File: config.mk
export PLATFORM = sky130hd
export DESIGN_NAME = seq_pattern_detector
export DESIGN_NICKNAME = d
export VERILOG_FILES = /design/src/rtl/seq_pattern_detector.sv
export SDC_FILE = /design/constraint.sdc
export NUM_CORES = 1
export LEC_CHECK = 0
export CELL_PAD_IN_SITES_DETAIL_PLACEMENT = 0
export CELL_PAD_IN_SITES_GLOBAL_PLACEMENT = 1
export CORE_UTILIZATION = 42
export DETAILED_ROUTE_END_ITERATION = 12
export PLACE_DENSITY = 0.86
export SLEW_MARGIN = 15
export SYNTH_ARGS = -nofsm -noshare
export SYNTH_HDL_FRONTEND = slang
export SYNTH_SLANG_ARGS = --single-unit
File: constraint.sdc
create_clock -name clk -period 5 [get_ports clk]
set_input_delay 0.5 -clock clk [delete_from_list [all_inputs] [get_ports clk]]
set_output_delay 0.5 -clock clk [all_outputs]
set_load 0.01 [all_outputs]
File: src/rtl/seq_pattern_detector.sv
// Serial bit-pattern detector with runtime-loadable pattern, don't-care mask and
// overlap mode, valid-qualified input and a saturating match counter.
module seq_pattern_detector #(
  parameter int                 PAT_LEN         = 5,
  parameter logic [PAT_LEN-1:0] DEFAULT_PATTERN = 5'b00110,
  parameter logic [PAT_LEN-1:0] DEFAULT_MASK    = '1,
  parameter logic               DEFAULT_OVERLAP = 1'b1,
  parameter int                 CNT_W           = 8
) (
  input  logic               clk,
  input  logic               rst_n,
  input  logic               in_valid,
  input  logic               in,
  input  logic               cfg_load,
  input  logic [PAT_LEN-1:0] cfg_pattern,
  input  logic [PAT_LEN-1:0] cfg_mask,
  input  logic               cfg_overlap,
  input  logic               clr_count,
  output logic               found,
  output logic [CNT_W-1:0]   match_count,
  output logic               count_sat,
  output logic               armed
);

  localparam int               FW      = $clog2(PAT_LEN + 1);
  localparam logic [FW-1:0]    FULL    = FW'(PAT_LEN);
  localparam logic [CNT_W-1:0] CNT_MAX = '1;

  typedef enum logic {
    ST_FILL  = 1'b0,
    ST_ARMED = 1'b1
  } state_t;

  state_t             state_r, state_next_s;
  logic [PAT_LEN-1:0] history_r, history_next_s, history_shift_s;
  logic [FW-1:0]      fill_r, fill_next_s, fill_inc_s;
  logic [PAT_LEN-1:0] pattern_r, pattern_next_s;
  logic [PAT_LEN-1:0] mask_r, mask_next_s;
  logic               overlap_r, overlap_next_s;
  logic               found_r, match_s;
  logic [CNT_W-1:0]   count_r, count_next_s;
  logic               sat_r, sat_next_s;
  logic               armed_r;

  // Next-state, match decode and counter update.
  always_comb begin
    history_shift_s = {history_r[PAT_LEN-2:0], in};
    if (fill_r == FULL) begin
      fill_inc_s = FULL;
    end else begin
      fill_inc_s = fill_r + FW'(1);
    end

    if (!cfg_load && in_valid && (fill_inc_s == FULL) &&
        (((history_shift_s ^ pattern_r) & mask_r) == {PAT_LEN{1'b0}})) begin
      match_s = 1'b1;
    end else begin
      match_s = 1'b0;
    end

    state_next_s   = state_r;
    history_next_s = history_r;
    fill_next_s    = fill_r;
    pattern_next_s = pattern_r;
    mask_next_s    = mask_r;
    overlap_next_s = overlap_r;

    if (cfg_load) begin
      pattern_next_s = cfg_pattern;
      mask_next_s    = cfg_mask;
      overlap_next_s = cfg_overlap;
      history_next_s = {PAT_LEN{1'b0}};
      fill_next_s    = {FW{1'b0}};
      state_next_s   = ST_FILL;
    end else if (in_valid) begin
      // A non-overlapping match consumes the whole window.
      if (match_s && !overlap_r) begin
        history_next_s = {PAT_LEN{1'b0}};
        fill_next_s    = {FW{1'b0}};
        state_next_s   = ST_FILL;
      end else begin
        history_next_s = history_shift_s;
        fill_next_s    = fill_inc_s;
        case (state_r)
          ST_FILL:  state_next_s = (fill_inc_s == FULL) ? ST_ARMED : ST_FILL;
          ST_ARMED: state_next_s = ST_ARMED;
          default:  state_next_s = ST_FILL;
        endcase
      end
    end else begin
      state_next_s = state_r;
    end

    count_next_s = count_r;
    sat_next_s   = sat_r;
    if (clr_count) begin
      count_next_s = {CNT_W{1'b0}};
      sat_next_s   = 1'b0;
    end else if (match_s && (count_r != CNT_MAX)) begin
      count_next_s = count_r + CNT_W'(1);
      sat_next_s   = ((count_r + CNT_W'(1)) == CNT_MAX) ? 1'b1 : sat_r;
    end else begin
      count_next_s = count_r;
    end
  end

  // State, configuration and output registers.
  always_ff @(posedge clk or negedge rst_n) begin
    if (!rst_n) begin
      state_r   <= ST_FILL;
      history_r <= {PAT_LEN{1'b0}};
      fill_r    <= {FW{1'b0}};
      pattern_r <= DEFAULT_PATTERN;
      mask_r    <= DEFAULT_MASK;
      overlap_r <= DEFAULT_OVERLAP;
      found_r   <= 1'b0;
      count_r   <= {CNT_W{1'b0}};
      sat_r     <= 1'b0;
      armed_r   <= 1'b0;
    end else begin
      state_r   <= state_next_s;
      history_r <= history_next_s;
      fill_r    <= fill_next_s;
      pattern_r <= pattern_next_s;
      mask_r    <= mask_next_s;
      overlap_r <= overlap_next_s;
      found_r   <= match_s;
      count_r   <= count_next_s;
      sat_r     <= sat_next_s;
      armed_r   <= (state_next_s == ST_ARMED);
    end
  end

  assign found       = found_r;
  assign match_count = count_r;
  assign count_sat   = sat_r;
  assign armed       = armed_r;

endmodule

==> impl_metrics.sql, run 1 <==
INSERT INTO impl_metrics (metric_group, metric, value, unit) VALUES
('clock_network', 'ctsResizeCount', '0', ''),
('clock_network', 'tritoncts', 'yes', ''),
('place', 'gp_congestion', '0.805', ''),
('sta', 'timing.fmax', '398', 'MHz'),
('sta', 'period_share', '0.502', ''),
('pwr', 'power.density_cell_area', '244', 'mW/mm2'),
('grt', 'first_pass_grt_wire_length', '5010', 'um'),
('layout', 'final_util', '0.544', ''),
('critical_path', 'worst_path_largest_cell_delay', '0.82', 'ns'),
('sta', 'worst_pin_slew', '0.795', 'ns'),
('clock_network', 'tritoncts_num_sinks', '29', ''),
('critical_path', 'r2r.worst_path.cells', '5', ''),
('layout', 'syn2layout_area_growth', '24.3', '%'),
('critical_path', 'crit-reg2reg-capture', 'match_count[5]', ''),
('synth', 'yosys-top-cells-count', '21 x sky130_fd_sc_hd__dfrtp_1, 13 x sky130_fd_sc_hd__a21oi_1, 12 x sky130_fd_sc_hd__mux2_2', ''),
('synth', 'yosysTopAreaCellShare', '0.360', ''),
('synth', 'synth_enable_flop_cells', '0', ''),
('layout', 'fillCellCount', '315', ''),
('layout', 'final_layout_size_suffix_gt1_frac', '0.204', ''),
('critical_path', 'critical_path_peak_fanout', '20', ''),
('critical_path', 'critical_path.endpoint', 'match_count[5]', ''),
('critical_path', 'timing.critical_path.slowest_stage_cell', 'sky130_fd_sc_hd__clkdlybuf4s50_1', ''),
('critical_path', 'critPathRequiredTime', '5.21', 'ns'),
('sta', 'finalSetupViolCount', '0', ''),
('clock_network', 'cts_buffer_depth', '2', ''),
('floorplan', 'die_area', '0.00372', 'mm2'),
('critical_path', 'setup.worst_path.end_class', 'register', ''),
('pwr', 'irDropWorstVdd', '113', 'uV'),
('clock_network', 'cts-htree-levels', '2', ''),
('critical_path', 'cp.arrival', '2.72', 'ns'),
('sta', 'final.min_clock_period', '2.51', 'ns'),
('sta', 'unrepaired_setup_endpoints_after_global_routing', 'false', ''),
('sta', 'fin_tns_setup', '0', 'ns'),
('synth', 'count_of_distinct_cell_types_in_the_synthesized_netlist', '33', ''),
('synth', 'synth-seq-area-share', '0.504', ''),
('pwr', 'power_leakage', '0.694', 'nW'),
('grt', 'number_of_global_route_vias_before_repair', '1130', ''),
('critical_path', 'cp.depth', '5', ''),
('critical_path', 'cp-startpoint', 'cfg_load', ''),
('synth', 'cell_taking_the_most_area_after_synthesis', 'sky130_fd_sc_hd__dfrtp_1', ''),
('clock_network', 'cts_inserted_buffers', '5', ''),
('route', 'post-route-drc-count', '0', ''),
('critical_path', 'timing.critical_path.cells', 'clkdlybuf4s50_1, nor2b_1, nand4_2, nor4_1, mux2_2', ''),
('route', 'avgRoutedWirePerCell', '13.7', 'um'),
('clock_network', 'clkSlewWorstSetupHoldPaths', '0.09', 'ns'),
('synth', 'most_area_consuming_cells_after_synthesis', 'sky130_fd_sc_hd__dfrtp_1 36%, sky130_fd_sc_hd__dfstp_2 14%, sky130_fd_sc_hd__mux2_2 9.3%', ''),
('floorplan', 'initial_utilization', '0.438', ''),
('floorplan', 'core_area', '0.00334', 'mm2'),
('route', 'vias', '1144', ''),
('route', 'vias_per_inst', '5.37', ''),
('clock_network', 'clk_latency', '0.32', 'ns'),
('critical_path', 'timing.rr.start', 'pattern_r[4]', ''),
('clock_network', 'cts_hold_buffers', '0', ''),
('floorplan', 'row_count', '21', ''),
('sta', 'timing_hold_violations_final', '0', ''),
('worst_hold_path', 'min-delay-path-class', 'reg2reg', ''),
('synth', 'synth.avg_cell_area', '10.6', 'um2'),
('route', 'detail_route.first_pass.iterations', '4', ''),
('floorplan', 'die_wd', '61.0', 'um'),
('grt', 'global_route.usage.total', '0.191', ''),
('floorplan', 'ioPinCount', '28', ''),
('grt', 'initial_antenna_violation_count', '0', ''),
('place', 'dp.final_hpwl', '2080', 'um'),
('route', 'routed_wire_length', '2920', 'um'),
('critical_path', 'setup.reg_to_reg.worst_slack', '2.93', 'ns'),
('synth', 'syn_nets', '157', ''),
('synth', 'post_synth_instance_area', '0.00146', 'mm2'),
('critical_path', 'cp_num_buf_inv', '1', ''),
('layout', 'layout.nets', '185', ''),
('outcome', 'status', 'complete, no violations', ''),
('synth', 'ys_dominant_reg_cell', 'sky130_fd_sc_hd__dfrtp_1', '');
## cells by family after synthesis
family / share of synthesized area
mux: 0.0925
fa+ha+maj: 0.0171
simple gates: 0.189
compound gates: 0.123
flops: 0.504
xor+xnor: 0.0360
buf+inv: 0.0386
## layout by cell type, fill, tap and decap left out
cell / netlist / routed
sky130_fd_sc_hd__a211oi_1: 1 / 1
sky130_fd_sc_hd__a21oi_1: 13 / 13
sky130_fd_sc_hd__a21oi_2: 1 / 1
sky130_fd_sc_hd__a221oi_2: 1 / 1
sky130_fd_sc_hd__a22oi_2: 2 / 2
sky130_fd_sc_hd__a31oi_1: 2 / 2
sky130_fd_sc_hd__buf_4: 0 / 1
sky130_fd_sc_hd__clkbuf_1: 3 / 3
sky130_fd_sc_hd__clkbuf_4: 0 / 5
sky130_fd_sc_hd__clkdlybuf4s50_1: 0 / 27
sky130_fd_sc_hd__dfrtp_1: 21 / 21
sky130_fd_sc_hd__dfstp_2: 8 / 8
sky130_fd_sc_hd__ha_1: 2 / 2
sky130_fd_sc_hd__inv_1: 7 / 7
sky130_fd_sc_hd__mux2_2: 12 / 12
sky130_fd_sc_hd__nand2_1: 8 / 8
sky130_fd_sc_hd__nand2b_1: 7 / 7
sky130_fd_sc_hd__nand3_1: 9 / 9
sky130_fd_sc_hd__nand4_1: 2 / 2
sky130_fd_sc_hd__nand4_2: 1 / 1
sky130_fd_sc_hd__nand4b_1: 2 / 2
sky130_fd_sc_hd__nor2_1: 5 / 5
sky130_fd_sc_hd__nor2b_1: 2 / 2
sky130_fd_sc_hd__nor3_1: 1 / 1
sky130_fd_sc_hd__nor3_2: 1 / 1
sky130_fd_sc_hd__nor4_1: 2 / 2
sky130_fd_sc_hd__o21ai_0: 2 / 2
sky130_fd_sc_hd__o22ai_1: 1 / 1
sky130_fd_sc_hd__o31ai_1: 4 / 4
sky130_fd_sc_hd__or3_1: 4 / 4
sky130_fd_sc_hd__or3_2: 2 / 2
sky130_fd_sc_hd__or4_1: 2 / 2
sky130_fd_sc_hd__xor2_1: 6 / 6
## metrics by stage
stage | hold WS [ns] | setup slack [ns] | power (W) | cells | instance area (um2)
final | 0.531 | 2.49 | 0.000442 | 213 | 1810
after global routing | 0.559 | 2.27 | 0.000467 | 213 | 1810
after CTS | 0.539 | 2.51 | 0.000449 | 213 | 1810
after detailed placement | 0.523 | 2.18 | 0.000315 | 205 | 1770
after global placement | 0.512 | 2.24 | 0.000312 | 205 | 1770
after floorplan | 0.204 | 3.29 | 0.000289 | 138 | 1460
## how the worst min path moves through the flow
stage                               to  slack, ns  depth (start not counted)
after global placement       count_sat       0.51                          2
after detailed placement  pattern_r[4]       0.52                          1
after CTS                    count_sat       0.54                          2
final                        count_sat       0.53                          2
after floorplan                  armed       0.20                          0
after global routing      pattern_r[4]       0.56                          1
## worst min-delay path, cell delays in order (launching register included)
cell	delay, ns
sky130_fd_sc_hd__dfrtp_1	0.39
sky130_fd_sc_hd__inv_1	0.05
sky130_fd_sc_hd__a21oi_1	0.06
## power breakdown
part | internal, W | switching, W | leakage, nW
registers | 0.000251 | 0.00000865 | 0.368
clock network | 0.0000560 | 0.0000770 | 0.0265
logic | 0.0000278 | 0.0000221 | 0.299
## registers in the layout (all words and copies together) (netlist names)
name,count
fill_r,3
armed,1
pattern_r,5
mask_r,5
found,1
match_count,8
overlap_r,1
history_r,4
count_sat,1
## cell type report
class                   instances  area (um2)  share of cell area
repair buffers                 28         278               0.153
inverters                       7        26.3              0.0145
flip-flops and latches         29         736               0.406
well taps                      46        57.6              0.0317
clock buffers                   8        48.8              0.0269
multi-input cells              95         668               0.368
## routing by layer
layer  up-vias  routed length [um]  part of all wire  track usage
met5         -                   0                 0            0
met4         0                  46             0.016       0.0909
met3         6                 140             0.048       0.0512
met2        26                1550              0.53        0.331
met1       565                1190              0.41        0.219
li1        547                   -                 -            -
Power figures use the tool's default switching activity.
==> inputs of run 2 (changes only) <==
--- a/config.mk
+++ b/config.mk
@@ -7,9 +7,9 @@
 export LEC_CHECK = 0
 export CELL_PAD_IN_SITES_DETAIL_PLACEMENT = 0
 export CELL_PAD_IN_SITES_GLOBAL_PLACEMENT = 1
-export CORE_UTILIZATION = 42
+export CORE_UTILIZATION = 39
 export DETAILED_ROUTE_END_ITERATION = 12
-export PLACE_DENSITY = 0.86
+export PLACE_DENSITY = 0.81
 export SLEW_MARGIN = 15
 export SYNTH_ARGS = -nofsm -noshare
 export SYNTH_HDL_FRONTEND = slang
==> constraint.sdc (replaced) <==
create_clock -name clk -period 2.35 [get_ports clk]
set_input_delay 0.235 -clock clk [delete_from_list [all_inputs] [get_ports clk]]
set_output_delay 0.235 -clock clk [all_outputs]
set_load 0.01 [all_outputs]
==> impl_metrics.sql, run 2 (synthesis gave the netlist of run 1 again) <==
INSERT INTO impl_metrics (metric_group, metric, value, unit) VALUES
('sta', 'worst_pin_slew', '0.481', 'ns'),
('sta', 'hold-worst-slack', '0.338', 'ns'),
('layout', 'layout_commonest_cell', 'sky130_fd_sc_hd__clkdlybuf4s50_1', ''),
('route', 'vias', '1132', ''),
('layout', 'layout.nets', '187', ''),
('critical_path', 'worst_path_largest_cell_delay', '0.39', 'ns'),
('layout', 'insertedDiodeCount', '0', ''),
('floorplan', 'die_height', '63.2', 'um'),
('route', 'detail_route.first_pass.iterations', '4', ''),
('critical_path', 'timing.critical_path.slowest_stage_cell', 'sky130_fd_sc_hd__nor4_1', ''),
('sta', 'final-max-slew-violation-count', '0', ''),
('sta', 'timing.fmax', '491', 'MHz'),
('route', 'avgRoutedWirePerCell', '13.6', 'um'),
('floorplan', 'initial_utilization', '0.421', ''),
('route', 'routed_wire_length', '2930', 'um'),
('sta', 'period_share', '0.867', ''),
('critical_path', 'cp.arrival', '2.21', 'ns'),
('place', 'placedCellCount', '207', ''),
('pwr', 'power.density_cell_area', '576', 'mW/mm2'),
('route', 'post-route-drc-count', '0', ''),
('critical_path', 'worstSetupStartpointType', 'register', ''),
('sta', 'unrepaired_setup_endpoints_after_global_routing', 'false', ''),
('grt', 'number_of_global_route_vias_before_repair', '1146', ''),
('run', 'drv.max_cap_violation_count', '0', ''),
('critical_path', 'timing.critical_path.cells', 'xor2_1, a22oi_2, nand4_2, nor4_1, mux2_2', ''),
('layout', 'most-common-layout-cells', '27 x sky130_fd_sc_hd__clkdlybuf4s50_1, 21 x sky130_fd_sc_hd__dfrtp_1, 13 x sky130_fd_sc_hd__a21oi_1', ''),
('floorplan', 'die_wd', '63.2', 'um'),
('clock_network', 'clk_latency', '0.28', 'ns'),
('clock_network', 'tritoncts', 'yes', ''),
('critical_path', 'setup.worst_path.end_class', 'register', ''),
('place', 'buffer_ports.inserted', '27', ''),
('route', 'vias_per_inst', '5.27', ''),
('critical_path', 'critPathRequiredTime', '2.52', 'ns'),
('layout', 'final_layout_size_suffix_gt1_frac', '0.219', ''),
('sta', 'fin_tns_setup', '0', 'ns'),
('floorplan', 'ioPinCount', '28', ''),
('layout', 'largest_reg_flops', '8', ''),
('clock_network', 'cts_inserted_buffers', '5', ''),
('sta', 'worst_slew_slack_as_a_fraction_of_its_limit', '0.678', ''),
('clock_network', 'cts_buffer_depth', '2', ''),
('pwr', 'irDropWorstVdd', '266', 'uV'),
('critical_path', 'critical_path_peak_fanout', '16', ''),
('clock_network', 'tritoncts_num_sinks', '29', ''),
('floorplan', 'row_count', '21', ''),
('sta', 'final.min_clock_period', '2.04', 'ns'),
('sta', 'skew', '0.00915', 'ns'),
('clock_network', 'cts-htree-levels', '2', ''),
('grt', 'pin_count_of_the_biggest_net_entering_global_routing', '30', ''),
('outcome', 'status', 'complete, no violations', ''),
('floorplan', 'die_area', '0.00399', 'mm2'),
('route', 'drtAntennaViolNets', '0', ''),
('clock_network', 'ctsResizeCount', '0', ''),
('pwr', 'power_leakage', '0.722', 'nW'),
('place', 'dp.final_hpwl', '2090', 'um'),
('route', 'iter_0_drt_violations', '51', ''),
('worst_hold_path', 'min-delay-path-class', 'in2async', ''),
('grt', 'global_route.overflow_total', '0', ''),
('layout', 'syn2layout_area_growth', '28.1', '%'),
('clock_network', 'cts_root_buffer_type', 'sky130_fd_sc_hd__clkbuf_8', ''),
('sta', 'finalSetupViolCount', '0', ''),
('clock_network', 'clkSlewWorstSetupHoldPaths', '0.06', 'ns'),
('critical_path', 'critical_path_class', 'reg2reg', ''),
('grt', 'first_pass_grt_wire_length', '5030', 'um'),
('critical_path', 'r2r.worst_path.cells', '5', ''),
('place', 'gp_congestion', '0.817', ''),
('grt', 'global_route.usage.total', '0.165', ''),
('layout', 'post_layout_nonfiller_instances', '215', ''),
('layout', 'finish.instance_area', '0.00187', 'mm2'),
('floorplan', 'core_area', '0.00347', 'mm2'),
('clock_network', 'post_cts_setup_repair_buffer_count', '0', ''),
('grt', 'initial_antenna_violation_count', '0', ''),
('place', 'placement.cell_area', '0.00178', 'mm2'),
('clock_network', 'cts_hold_buffers', '0', ''),
('sta', 'timing_hold_violations_final', '0', '');
run 2: per-layer routing:
layer  GRT usage  vias to the layer above  wire length, um
met1       0.183                      549             1220
met5           0                        -                0
li1            -                      551                -
met4      0.0682                        0               50
met3      0.0616                        7              144
met2       0.282                       25             1520
run 2: cell type report:
cell class / instances / area, um2
fillers: 326 / 1600
flip-flops and latches: 29 / 736
multi-input cells: 95 / 668
repair buffers: 30 / 293
clock buffers: 8 / 90.1
well taps: 46 / 57.6
inverters: 7 / 26.3
run 2: worst paths after layout:
path	endpoint	slack, ns	from
worst min-delay path	history_r[0]	0.34	rst_n
max in group asynchronous	mask_r[0]	1.69	rst_n
worst min register to register	count_sat	0.52	count_sat
min in group clk	count_sat	0.52	count_sat
worst max-delay path	match_count[5]	0.31	pattern_r[4]
worst max register to register	match_count[5]	0.31	pattern_r[4]
run 2: worst max-delay path: cells and delay by family, from the launching register on:
family	cells	cell delay, ns
simple gates	2	0.74
flops	1	0.38
compound gates	1	0.27
mux	1	0.36
xor+xnor	1	0.17
run 2: metrics by stage:
step | power (W) | setup slack, ns | utilization
6_report | 0.00108 | 0.313 | 0.539
5_1_grt | 0.00113 | 0.152 | 0.539
4_1_cts | 0.00110 | 0.288 | 0.539
3_5_place_dp | 0.000671 | 0.0799 | 0.513
3_3_place_gp | 0.000667 | 0.171 | 0.513
2_1_floorplan | 0.000616 | 0.659 | -
run 2: power breakdown:
part,total [W],internal (W),switching (W)
Combinational,0.000108,0.0000611,0.0000474
Sequential,0.000552,0.000534,0.0000183
Clock,0.000417,0.000238,0.000179
Total,0.00108,0.000833,0.000244
